### config.mk
export PLATFORM = sky130hd
export DESIGN_NAME = fft_mag_peak
export DESIGN_NICKNAME = d
export VERILOG_FILES = /design/src/rtl/fft_mag_peak.sv
export SDC_FILE = /design/constraint.sdc
export NUM_CORES = 1
export LEC_CHECK = 0
export BUFFER_PORTS_ARGS = -buffer_cell sky130_fd_sc_hd__buf_2
export CAP_MARGIN = 20
export CORE_MARGIN = 2
export CORE_UTILIZATION = 55
export CTS_CLUSTER_SIZE = 40
export DETAILED_ROUTE_END_ITERATION = 7
export PLACE_DENSITY = 0.77
export SETUP_SLACK_MARGIN = 0.05
export SYNTH_ARGS = -nofsm -noshare
export SYNTH_HDL_FRONTEND = slang
export SYNTH_SLANG_ARGS = --single-unit
### constraint.sdc
create_clock -name clk -period 5.25 [get_ports clk]
set_input_delay 0.525 -clock clk [delete_from_list [all_inputs] [get_ports clk]]
set_output_delay 0.525 -clock clk [all_outputs]
set_load 0.02 [all_outputs]
### src/rtl/fft_mag_peak.sv
// Streaming FFT magnitude estimator (max + min/2) with per-frame peak search
// over a configurable bin window, started on request and aligned to bin 0.
`timescale 1ns/1ps
module fft_mag_peak #(
  parameter int unsigned FFT_LEN   = 1024,
  parameter int unsigned SEARCH_LO = 1,
  parameter int unsigned SEARCH_HI = FFT_LEN/2 - 1
) (
  input  logic        clk,
  input  logic        rst_n,
  input  logic        start,
  input  logic [15:0] fft_real,
  input  logic [15:0] fft_imag,
  input  logic [15:0] fft_index,
  input  logic [7:0]  blk_exp,
  input  logic        source_valid,
  output logic        mag_valid,
  output logic [15:0] mag_data,
  output logic [15:0] mag_index,
  output logic        busy,
  output logic        done,
  output logic [15:0] peak_index,
  output logic [15:0] peak_mag,
  output logic [7:0]  peak_exp,
  output logic        frame_err
);

  localparam int unsigned DW = 16;
  localparam int unsigned IW = 16;
  localparam int unsigned AW = 17;
  localparam int unsigned EW = 8;

  localparam logic [IW-1:0] LAST_IDX = IW'(FFT_LEN - 1);
  localparam logic [IW-1:0] LO_IDX   = IW'(SEARCH_LO);
  localparam logic [IW-1:0] HI_IDX   = IW'(SEARCH_HI);

  typedef enum logic [1:0] {IDLE, WAIT_SOF, ACCUM, DONE} state_t;

  state_t state;

  // Stage 1: absolute values widened by one bit so that -32768 maps to 32768.
  logic signed [AW-1:0] re_ext_c, im_ext_c;
  logic [AW-1:0]        abs_re_c, abs_im_c;
  logic [AW-1:0]        abs_re, abs_im;
  logic [IW-1:0]        idx1;
  logic [EW-1:0]        exp1;
  logic                 vld1;

  assign re_ext_c = {fft_real[15], fft_real};
  assign im_ext_c = {fft_imag[15], fft_imag};
  assign abs_re_c = re_ext_c[AW-1] ? AW'(-re_ext_c) : AW'(re_ext_c);
  assign abs_im_c = im_ext_c[AW-1] ? AW'(-im_ext_c) : AW'(im_ext_c);

  always_ff @(posedge clk or negedge rst_n) begin
    if (!rst_n) begin
      vld1   <= 1'b0;
      abs_re <= '0;
      abs_im <= '0;
      idx1   <= '0;
      exp1   <= '0;
    end else begin
      vld1 <= source_valid;
      if (source_valid) begin
        abs_re <= abs_re_c;
        abs_im <= abs_im_c;
        idx1   <= fft_index;
        exp1   <= blk_exp;
      end
    end
  end

  // Stage 2: max + min/2; worst case 32768 + 16384 still fits in 16 bits.
  logic [AW-1:0] big_c, small_c, sum_c;
  logic [EW-1:0] exp2;

  assign big_c   = (abs_re >= abs_im) ? abs_re : abs_im;
  assign small_c = (abs_re >= abs_im) ? abs_im : abs_re;
  assign sum_c   = big_c + (small_c >> 1);

  always_ff @(posedge clk or negedge rst_n) begin
    if (!rst_n) begin
      mag_valid <= 1'b0;
      mag_data  <= '0;
      mag_index <= '0;
      exp2      <= '0;
    end else begin
      mag_valid <= vld1;
      if (vld1) begin
        mag_data  <= DW'(sum_c);
        mag_index <= idx1;
        exp2      <= exp1;
      end
    end
  end

  // Peak search control, driven from the aligned magnitude stream.
  logic          sof_c, last_c, in_range_c, better_c;
  logic [DW-1:0] run_mag;
  logic [IW-1:0] run_idx;
  logic [EW-1:0] run_exp;

  assign sof_c      = mag_valid && (mag_index == '0);
  assign last_c     = mag_valid && (mag_index == LAST_IDX);
  assign in_range_c = (mag_index >= LO_IDX) && (mag_index <= HI_IDX);
  assign better_c   = mag_valid && in_range_c && (mag_data > run_mag);

  always_ff @(posedge clk or negedge rst_n) begin
    if (!rst_n) begin
      state      <= IDLE;
      busy       <= 1'b0;
      done       <= 1'b0;
      frame_err  <= 1'b0;
      run_mag    <= '0;
      run_idx    <= '0;
      run_exp    <= '0;
      peak_index <= '0;
      peak_mag   <= '0;
      peak_exp   <= '0;
    end else begin
      done <= 1'b0;
      case (state)
        IDLE: begin
          if (start) begin
            state     <= WAIT_SOF;
            busy      <= 1'b1;
            frame_err <= 1'b0;
          end
        end
        WAIT_SOF: begin
          if (sof_c) begin
            state   <= ACCUM;
            run_mag <= '0;
            run_idx <= LO_IDX;
            run_exp <= exp2;
          end
        end
        ACCUM: begin
          if (sof_c) begin
            // A new bin 0 mid-frame restarts the search on the new frame.
            frame_err <= 1'b1;
            run_mag   <= '0;
            run_idx   <= LO_IDX;
            run_exp   <= exp2;
          end else begin
            if (better_c) begin
              run_mag <= mag_data;
              run_idx <= mag_index;
            end
            if (last_c) begin
              state <= DONE;
            end
          end
        end
        DONE: begin
          peak_index <= run_idx;
          peak_mag   <= run_mag;
          peak_exp   <= run_exp;
          done       <= 1'b1;
          busy       <= 1'b0;
          state      <= IDLE;
        end
        default: state <= IDLE;
      endcase
    end
  end

endmodule

==> results of run 1 <==
flip-flops by register name, indices dropped and copies added, names as in the netlist:
signal	flops
exp2	8
peak_index	16
busy	1
mag_valid	1
abs_re	17
run_idx	16
done	1
peak_exp	8
mag_index	16
idx1	16
mag_data	16
frame_err	1
run_exp	8
exp1	8
run_mag	16
vld1	1
abs_im	17
peak_mag	16
state	2
critical path, cell delays in order (launching register included):
cell       delay, ns
dfrtp_1         0.34
inv_1           0.06
ha_1            0.29
nand2b_4        0.15
a2111oi_4       0.34
o31ai_1         0.14
a311o_1         0.48
buf_8           0.21
mux2_2          0.28
ha_1            0.24
inv_1           0.08
fa_1            0.20
nor2b_1         0.07
o31a_1          0.28
o2111ai_1       0.24
a31oi_1         0.15
o41ai_1         0.44
xor2_1          0.19
a21oi_1         0.08
cells by family after synthesis:
logic type               after synthesis  share of synthesized area (%)
AND/OR/NAND/NOR                      146                           7.79
XOR/XNOR                              38                           3.60
adder cells (fa/ha/maj)               55                           7.52
buffers and inverters                 80                           3.75
AO/OA/AOI/OAI                        167                           12.3
flip-flops                           185                           50.0
multiplexers                         124                           15.1
Yosys cell counts (all sizes together) (2+ instances only):
master / n
dfrtp: 185
or3: 2
mux2: 121
and4: 2
clkbuf: 18
mux2i: 3
a21o: 13
o22ai: 3
nand2b: 4
o21ai: 37
o41ai: 6
nand3: 5
buf: 15
a21oi: 44
nor2: 44
o2bb2ai: 2
nor2b: 7
a211oi: 6
nand2: 43
a22o: 23
nor3: 7
and2: 8
ha: 54
a31oi: 3
xor2: 25
o21a: 8
nor3b: 2
inv: 46
xnor2: 13
nand4: 11
o31ai: 9
or4: 2
o211ai: 2
nand4b: 3
nor4: 2
metrics by stage:
| step | utilization, % | hold WS (ns) |
|---|---|---|
| after floorplan | - | 0.229 |
| after global placement | 61.0 | 0.462 |
| after detailed placement | 61.0 | 0.465 |
| after CTS | 64.6 | 0.146 |
| after global routing | 64.7 | 0.186 |
| final | 64.7 | 0.121 |
path summary, 6_finish.rpt:
check                                        start                        to  slack, ns  cells after the start
max                          abs_re[0]$_DFFE_PN0P_  mag_data[14]$_DFFE_PN0P_       0.84                     18
min                                          rst_n     abs_im[2]$_DFFE_PN0P_       0.12                      1
max reg2reg                  abs_re[0]$_DFFE_PN0P_  mag_data[14]$_DFFE_PN0P_       0.84                     18
min reg2reg                run_idx[11]$_DFFE_PN0P_   run_idx[11]$_DFFE_PN0P_       0.48                      1
max in group asynchronous                    rst_n    run_idx[2]$_DFFE_PN0P_       3.99                      2
min in group clk                        blk_exp[2]       exp1[2]$_DFFE_PN0P_       0.31                      2
area by class of cell:
cell class | count | share of cell area, %
sequential | 185 | 43.3
multi-input combinational | 530 | 40.0
timing repair buffer | 141 | 6.89
clock buffer | 18 | 4.11
tap | 220 | 2.57
inverter | 47 | 1.65
clock inverter | 14 | 1.47
metal layers:
metal	vias up	routed length, um	global-route usage (%)
met4	0	284	7.15
met5	-	0	0
met2	123	8300	32.4
li1	3113	-	-
met1	3126	9110	31.3
met3	22	589	3.73
power groups by stage:
| stage | Clock [W] | Combinational [W] | Sequential [W] |
|---|---|---|---|
| floorplan | 0 | 0.00105 | 0.00193 |
| global placement | 0 | 0.00155 | 0.00185 |
| detailed placement | 0 | 0.00158 | 0.00185 |
| CTS | 0.00129 | 0.00159 | 0.00183 |
| global route | 0.00134 | 0.00178 | 0.00186 |
| finish | 0.00126 | 0.00159 | 0.00183 |
==> flow_summary.toml, run 1 <==
[placement]
port_buffers = 135
hpwlAfterDp_mm = 13.0
post_dp_cell_area_sq_mm = 0.0101
gp_congestion = 0.855
dp.cells = 1122
place_ws_ns = 0.648

[clock_tree]
cts.repair.resized = 0
clockBufferDepth = 2
clk_latency_ns = 0.44
clock-sinks = 185
cts_tree = "yes"
postCtsSetupRepairBufs = 0
htreeDepth = 4
ctsHoldBuffers = 0
path_clk_slew_ns = 0.07
cts-root-buf = "clkbuf_16"
cts_made_buffers = 17

[final_layout]
seq_area_sq_mm = 0.00463
drive_gt1_share_pct = 32.5
diodes = 0
layout_common_cells = "dfrtp_1, buf_2, mux2_2"
fillers = 1326
syn_to_final_growth_pct = 15.6
layout_commonest_cell = "dfrtp_1"
multiInputGateArea_sq_mm = 0.00428
finalInstanceArea_sq_mm = 0.0107
nNetsFinal = 1037
fin_cells = 1155

[power_and_ir_drop]
leakage_nw = 5.17
switching_share_pct = 35.7
internal-power_w = 0.00301
total_power_w = 0.00468
peakVddDrop_mv = 0.282
clkPwrFrac_pct = 26.9
power.density_mw_per_mm2 = 437
pwr-share-comb_pct = 34.0
pwr-share-seq_pct = 39.1
power.switching_w = 0.00167

[die]
rows = 47
floorplan.initialDensity_pct = 56.0
ios = 136
dieArea_sq_mm = 0.0179
die_width_um = 134
die_h_um = 134
core-area_sq_mm = 0.0165

[job]
maxCapViolCount = 0

[sta]
fin_ws_ns = 0.843
fin_crit_sh_pct = 83.9
fin_crit_ns = 4.41
skew_ns = 0.0104
slew_viol_final = 0
worstMarginPinSlew_ns = 1.06
fin_tns_setup_ns = 0
rsz0062_at_grt = "false"
fmax_ghz = 0.227
final-hold-violation-count = 0
slew-limit-headroom_pct = 29.6
setup_viol = 0

[yosys]
ys.flop_type = "dfrtp_1"
synth_top_area_share_pct = 50.0
synthTopCellsByArea = "dfrtp_1, mux2_2, ha_1, a21oi_1, xor2_1"
synth_top_area_cell = "dfrtp_1"
synth-seq-cells = 185
synthCells = 795
synth.avg_cell_area_sq_um = 11.6
synth_area_sq_mm = 0.00925
syn_nets = 910
synth_edf_count = 0
ys_types = 58
async_reset_ff_share_pct = 100
yosysWarningCount = 0
ys_seq_area_share_pct = 50.0

[global_routing]
grt-ovfl-total = 0
grt_pass1_vias = 6115
grt_pass1_wl_mm = 30.4
globalRouteTotalUtil_pct = 21.4
grt_start_max_net_pins = 85
antenna_found_initial = 0

[routing]
drt-total-wl_mm = 18.3
antenna_left = 0
drc = 0
dr.pass1.iters = 4
viasPerCell = 5.53
wire_per_inst_um = 15.8
drtIter0Drc = 373
num_vias = 6384

[worst_setup_path]
crit_path_end_kind = "flop"
cp.arrival_ns = 4.69
critical_path_required_ns = 5.53
path_class = "reg -> reg"
crit_fanout = 23
startpoint_type = "flop"

[outcome]
status = "finished clean"

[min_path]
min-delay-path-class = "in -> async"
Power figures use the tool's default switching activity.
==> inputs of run 2 (changes only) <==
--- a/config.mk
+++ b/config.mk
@@ -5,10 +5,11 @@
 export SDC_FILE = /design/constraint.sdc
 export NUM_CORES = 1
 export LEC_CHECK = 0
+export ABC_AREA = 1
 export BUFFER_PORTS_ARGS = -buffer_cell sky130_fd_sc_hd__buf_2
 export CAP_MARGIN = 20
 export CORE_MARGIN = 2
-export CORE_UTILIZATION = 55
+export CORE_UTILIZATION = 53
 export CTS_CLUSTER_SIZE = 40
 export DETAILED_ROUTE_END_ITERATION = 7
 export PLACE_DENSITY = 0.77
==> constraint.sdc (replaced) <==
create_clock -name clk -period 3.7 [get_ports clk]
set_input_delay 0.37 -clock clk [delete_from_list [all_inputs] [get_ports clk]]
set_output_delay 0.37 -clock clk [all_outputs]
set_load 0.02 [all_outputs]
==> flow_summary.toml, run 2 <==
[clock_tree]
cts_made_buffers = 17
ctsHoldBuffers = 0
path_clk_slew_ns = 0.07
htreeDepth = 4
postCtsSetupRepairBufs = 0
cts_tree = "yes"
clk_latency_ns = 0.43
cts-root-buf = "clkbuf_16"
clockBufferDepth = 2
clock-sinks = 185
cts.repair.resized = 0

[worst_setup_path]
cpLargestDelayFamily = "simple AND/OR/NAND/NOR gates"
slowest_delay_ns = 0.40
crit_path_end_kind = "flop"
startpoint_type = "flop"
cp.depth = 23
crit_path_cell_trace = "inv_1 > ha_1 > nand2_1 > nor2_2 > inv_1 > nor2_1 > nand2_1 > nand3_2 > buf_6 > nand2_1 > o21ai_1 > ha_1 > inv_1 > fa_1 > inv_1 > nand3_1 > nand2_2 > a21boi_1 > inv_1 > nand2_1 > nand2_1 > xnor2_1 > o21ai_0"
r2r_end = "mag_data[10]$_DFFE_PN0P_"
crit_fanout = 20
reg2reg_slack_ns = 0.47
path_class = "reg -> reg"
critPathLaunch = "abs_im[15]$_DFFE_PN0P_"
critical_path_required_ns = 3.99
cp.buffers_inverters = 6
reg2regPathDepth = 23
cpMaxStageDelayCell = "dfrtp_1"
crit_end = "mag_data[10]$_DFFE_PN0P_"
cp.arrival_ns = 3.51
regToRegStartpoint = "abs_im[15]$_DFFE_PN0P_"

[yosys]
synth_top_area_cell = "dfrtp_1"
synthCells = 1210
ys_seq_area_share_pct = 47.0
synth-seq-cells = 185
synthTopCellsByCount = "nand2_1, dfrtp_1, inv_1"
synth_edf_count = 0
ys_types = 44
synth_top_area_share_pct = 47.0
async_reset_ff_share_pct = 100
ys.flop_type = "dfrtp_1"
synth.most_common_cell = "nand2_1"
yosysWarningCount = 0
syn_nets = 1325
synth.avg_cell_area_sq_um = 8.15
synthTopCellsByArea = "dfrtp_1, nand2_1, ha_1, inv_1, o21ai_0"
synth_area_sq_mm = 0.00986

[sta]
fin_tns_setup_ns = 0
fmax_ghz = 0.310
fin_crit_sh_pct = 87.2
final-hold-violation-count = 0
worstMarginPinSlew_ns = 0.978
slew-limit-headroom_pct = 34.7
rsz0062_at_grt = "false"
hold_slack_ns = 0.0300
fin_ws_ns = 0.472
fin_crit_ns = 3.23
setup_viol = 0
skew_ns = 0.0126
slew_viol_final = 0

[placement]
gp_congestion = 0.923
dp.cells = 1539
port_buffers = 135
place_ws_ns = 0.417
hpwlAfterDp_mm = 15.5

[routing]
drc = 0
wire_per_inst_um = 13.5
drtIter0Drc = 429
viasPerCell = 5.08
dr.pass1.iters = 5
num_vias = 7988
drt-total-wl_mm = 21.2
antenna_left = 0

[global_routing]
use_met3_pct = 3.90
grt_start_max_net_pins = 105
antenna_found_initial = 0
globalRouteTotalUtil_pct = 22.4
grt_pass1_vias = 7402
grt-ovfl-total = 0
top_usage_layer = "met2"
use_met2_pct = 35.1
grt_pass1_wl_mm = 35.7
use_met1_pct = 32.2

[final_layout]
syn_to_final_growth_pct = 14.5
reg.largest.list = "abs_im x17, abs_re x17"
nNetsFinal = 1444
diodes = 0
layout_commonest_cell = "nand2_1"
fin_cells = 1571
layout_common_cells = "nand2_1, dfrtp_1, buf_2"
drive_gt1_share_pct = 20.0
fillers = 1586

[die]
floorplan.initialDensity_pct = 54.5
die_h_um = 140
die_width_um = 140
core-area_sq_mm = 0.0181
dieArea_sq_mm = 0.0197
ios = 136
rows = 49

[outcome]
status = "finished clean"

[power_and_ir_drop]
peakVddDrop_mv = 0.322
leakage_nw = 5.94
power.density_mw_per_mm2 = 626

[job]
maxCapViolCount = 0

[min_path]
min-delay-path-class = "in -> async"
[run 2: cell count changes after synthesis, sizes merged, moves of 11 or more]
cell and delta:
nand2 +377, mux2 -121, o21ai +121, inv +90
nand3 +39, a22o -23, nor2 +19, a21oi -13
clkbuf +11, xor2 -11
[run 2: worst min path at each step]
stage	endpoint	cells after the start	slack, ns	startpoint
after global placement	peak_index[5]$_DFFE_PN0P_	2	0.45	peak_index[5]$_DFFE_PN0P_
after CTS	mag_data[8]$_DFFE_PN0P_	1	0.11	rst_n
final	peak_mag[1]$_DFFE_PN0P_	1	0.03	rst_n
after detailed placement	peak_exp[4]$_DFFE_PN0P_	2	0.45	peak_exp[4]$_DFFE_PN0P_
after floorplan	abs_im[0]$_DFFE_PN0P_	0	0.07	rst_n
after global routing	peak_mag[1]$_DFFE_PN0P_	1	0.12	rst_n
[run 2: cell type report]
class                           count  area [sq um]  share of cell area (%)
Tap cell                          229           287                    2.54
Clock buffer                       17           425                    3.77
Inverter                          138           518                    4.59
Sequential cell                   185          4630                    41.0
Timing Repair Buffer              142           751                    6.65
Multi-Input combinational cell    845          4490                    39.8
Clock inverter                     15           186                    1.65
[run 2: stage by stage]
step	cell area, sq um	utilization, %	total power [W]
floorplan	9860	-	0.00450
global placement	10700	59.0	0.00516
detailed placement	10700	59.0	0.00523
CTS	11300	62.4	0.00711
global route	11300	62.4	0.00757
finish	11300	62.4	0.00707
[run 2: metal layers]
metal  wire [um]  vias to the layer above
met4         397                        0
li1            -                     4096
met1       10400                     3713
met3         646                       28
met5           0                        -
met2        9790                      151
[run 2: kinds of logic (layout without fill, tap and decap cells)]
kind of cell | after synthesis | after routing | synth area share, %
simple gates | 555 | 555 | 23.9
compound gates | 207 | 207 | 12.1
flops | 185 | 185 | 47.0
buf+inv | 180 | 312 | 7.50
fa+ha+maj | 55 | 55 | 7.06
xor+xnor | 28 | 28 | 2.49
[run 2: power by group]
group / total (W) / switching [W] / leakage [nW] / internal (W)
sequential: 0.00269 / 0.000297 / 2.40 / 0.00239
clock: 0.00187 / 0.000843 / 0.299 / 0.00102
combinational: 0.00251 / 0.00163 / 3.24 / 0.000886
[run 2: worst reg2reg max path: cells and delay by family, from the launching register on]
| family | cells | cell delay [ns] |
|---|---|---|
| flops | 1 | 0.40 |
| fa+ha+maj | 3 | 0.84 |
| simple gates | 10 | 0.91 |
| xor+xnor | 1 | 0.10 |
| compound gates | 3 | 0.27 |
| buf+inv | 6 | 0.57 |
==> inputs of run 3 (changes only) <==
==> config.mk (replaced) <==
export PLATFORM = sky130hd
export DESIGN_NAME = fft_mag_peak
export DESIGN_NICKNAME = d
export VERILOG_FILES = /design/src/rtl/fft_mag_peak.sv
export SDC_FILE = /design/constraint.sdc
export NUM_CORES = 1
export LEC_CHECK = 0
export ABC_AREA = 1
export CAP_MARGIN = 20
export CORE_MARGIN = 2
export CORE_UTILIZATION = 55
export CTS_CLUSTER_SIZE = 40
export DETAILED_ROUTE_END_ITERATION = 7
export DONT_BUFFER_PORTS = 1
export GPL_ROUTABILITY_DRIVEN = 1
export PLACE_DENSITY = 0.73
export SETUP_SLACK_MARGIN = 0.05
export SLEW_MARGIN = 10
export SYNTH_ARGS = -nofsm -noshare
export SYNTH_HDL_FRONTEND = slang
export SYNTH_SLANG_ARGS = --single-unit
==> flow_summary.toml, run 3 (synthesis results as in run 2) <==
[outcome]
status = "finished with violations"
violations = "negative hold slack"

[routing]
drtIter0Drc = 431
antenna_left = 0
drc = 0
wire_per_inst_um = 14.4
drt-total-wl_mm = 20.7
viasPerCell = 5.19
num_vias = 7416
dr.pass1.iters = 5

[clock_tree]
cts-root-buf = "clkbuf_16"
clock-sinks = 185
cts_made_buffers = 17
cts_tree = "yes"
clk_latency_ns = 0.44
htreeDepth = 4
path_clk_slew_ns = 0.08
ctsHoldBuffers = 1
clockBufferDepth = 2

[final_layout]
layout_commonest_cell = "nand2_1"
syn_to_final_growth_pct = 7.07
fillers = 1571
layout_common_cells = "nand2_1, dfrtp_1, inv_1"
drive_gt1_share_pct = 10.7
diodes = 0
fin_cells = 1430
nNetsFinal = 1307
reg.largest.list = "abs_im x17, abs_re x17"

[sta]
fin_tns_setup_ns = 0
worstMarginPinSlew_ns = 1.04
hold_slack_ns = -0.371
slew-limit-headroom_pct = 31.0
skew_ns = 0.0116
fmax_ghz = 0.300
final-hold-violation-count = 185
fin_crit_sh_pct = 90.1
slew_viol_final = 0
setup_viol = 0
fin_crit_ns = 3.33
rsz0062_at_grt = "false"

[worst_setup_path]
reg2regPathDepth = 24
crit_fanout = 24
critPathLaunch = "abs_im[4]$_DFFE_PN0P_"
crit_path_end_kind = "flop"
startpoint_type = "flop"
cp.arrival_ns = 3.64
critical_path_required_ns = 4.00
regToRegStartpoint = "abs_im[4]$_DFFE_PN0P_"
path_class = "reg -> reg"

[placement]
port_buffers = 0
hpwlAfterDp_mm = 14.6
gp_congestion = 0.888
dp.cells = 1397

[die]
floorplan.initialDensity_pct = 56.6
rows = 48
die_h_um = 138
ios = 136
die_width_um = 138
core-area_sq_mm = 0.0174
dieArea_sq_mm = 0.0190

[global_routing]
grt_pass1_vias = 6728
grt_start_max_net_pins = 186
antenna_found_initial = 0
grt_pass1_wl_mm = 33.2
grt-ovfl-total = 0
globalRouteTotalUtil_pct = 22.3

[power_and_ir_drop]
leakage_nw = 5.30
power.density_mw_per_mm2 = 638
peakVddDrop_mv = 0.465

[min_path]
min-delay-path-class = "in -> async"

[job]
maxCapViolCount = 0
-- run 3: changes by cell type in the layout (fill, tap and decap cells not counted), moves of 3 or more --
cell / delta
buf_2: -134
clkinv_2: -3
clkinv_4: +3
inv_8: +3
-- run 3: routing by layer --
metal / wire length [um] / track usage, %
met1: 9760 / 31.3
met2: 9430 / 33.9
met3: 1300 / 6.36
met4: 165 / 5.95
met5: 0 / 0
-- run 3: power by group --
group	internal [W]	leakage (nW)	switching [W]
Clock	0.000925	0.288	0.000886
Combinational	0.000720	2.61	0.00119
Sequential	0.00239	2.40	0.000623
-- run 3: through the flow --
| stage | worst slack, ns | util, % | area, sq um | total power, W |
|---|---|---|---|---|
| final | 0.365 | 60.6 | 10600 | 0.00673 |
| after global routing | 0.0625 | 60.6 | 10600 | 0.00722 |
| after CTS | 0.376 | 60.6 | 10600 | 0.00678 |
| after detailed placement | 0.419 | 57.1 | 9950 | 0.00495 |
| after global placement | 0.501 | 57.1 | 9950 | 0.00488 |
| after floorplan | 0.748 | - | 9860 | 0.00450 |
-- run 3: cell type report --
cell class | count | area, sq um | area share (%)
Sequential cell | 185 | 4630 | 43.9
Multi-Input combinational cell | 845 | 4490 | 42.5
Inverter | 138 | 518 | 4.91
Clock buffer | 18 | 439 | 4.16
Tap cell | 225 | 282 | 2.67
Clock inverter | 14 | 154 | 1.46
Timing Repair Buffer | 5 | 43.8 | 0.415
-- run 3: final timing paths --
kind | slack, ns | to
setup / recovery | 0.37 | mag_data[10]$_DFFE_PN0P_
hold / removal | -0.37 | peak_mag[1]$_DFFE_PN0P_
setup reg to reg | 0.37 | mag_data[10]$_DFFE_PN0P_
hold reg to reg | 0.47 | exp1[1]$_DFFE_PN0P_
max in group asynchronous | 3.69 | abs_im[9]$_DFFE_PN0P_
min in group clk | 0.04 | abs_im[12]$_DFFE_PN0P_
-- run 3: worst max-delay path, stage by stage, from the launching register on --
cell	delay (ns)
dfrtp_1	0.38
inv_1	0.12
ha_1	0.26
nand2_1	0.09
inv_1	0.05
nand2_1	0.06
nand2_1	0.05
nand2_1	0.05
nand2_1	0.05
nand2_1	0.09
nand3_2	0.11
inv_2	0.30
nand2_1	0.10
o21ai_1	0.13
inv_1	0.09
fa_1	0.43
inv_1	0.09
nand3_1	0.07
nand2_1	0.15
a21boi_1	0.12
inv_1	0.09
nand2_1	0.05
nand2_1	0.07
xnor2_1	0.10
o21ai_0	0.08
-- run 3: what timing repair did --
item | 4_1_cts | 5_1_grt
hold endpoints to repair | 188 | 185
setup buffers | 0 | 0
endpoints found under the setup margin | 0 | 1
resized for setup | 0 | 1
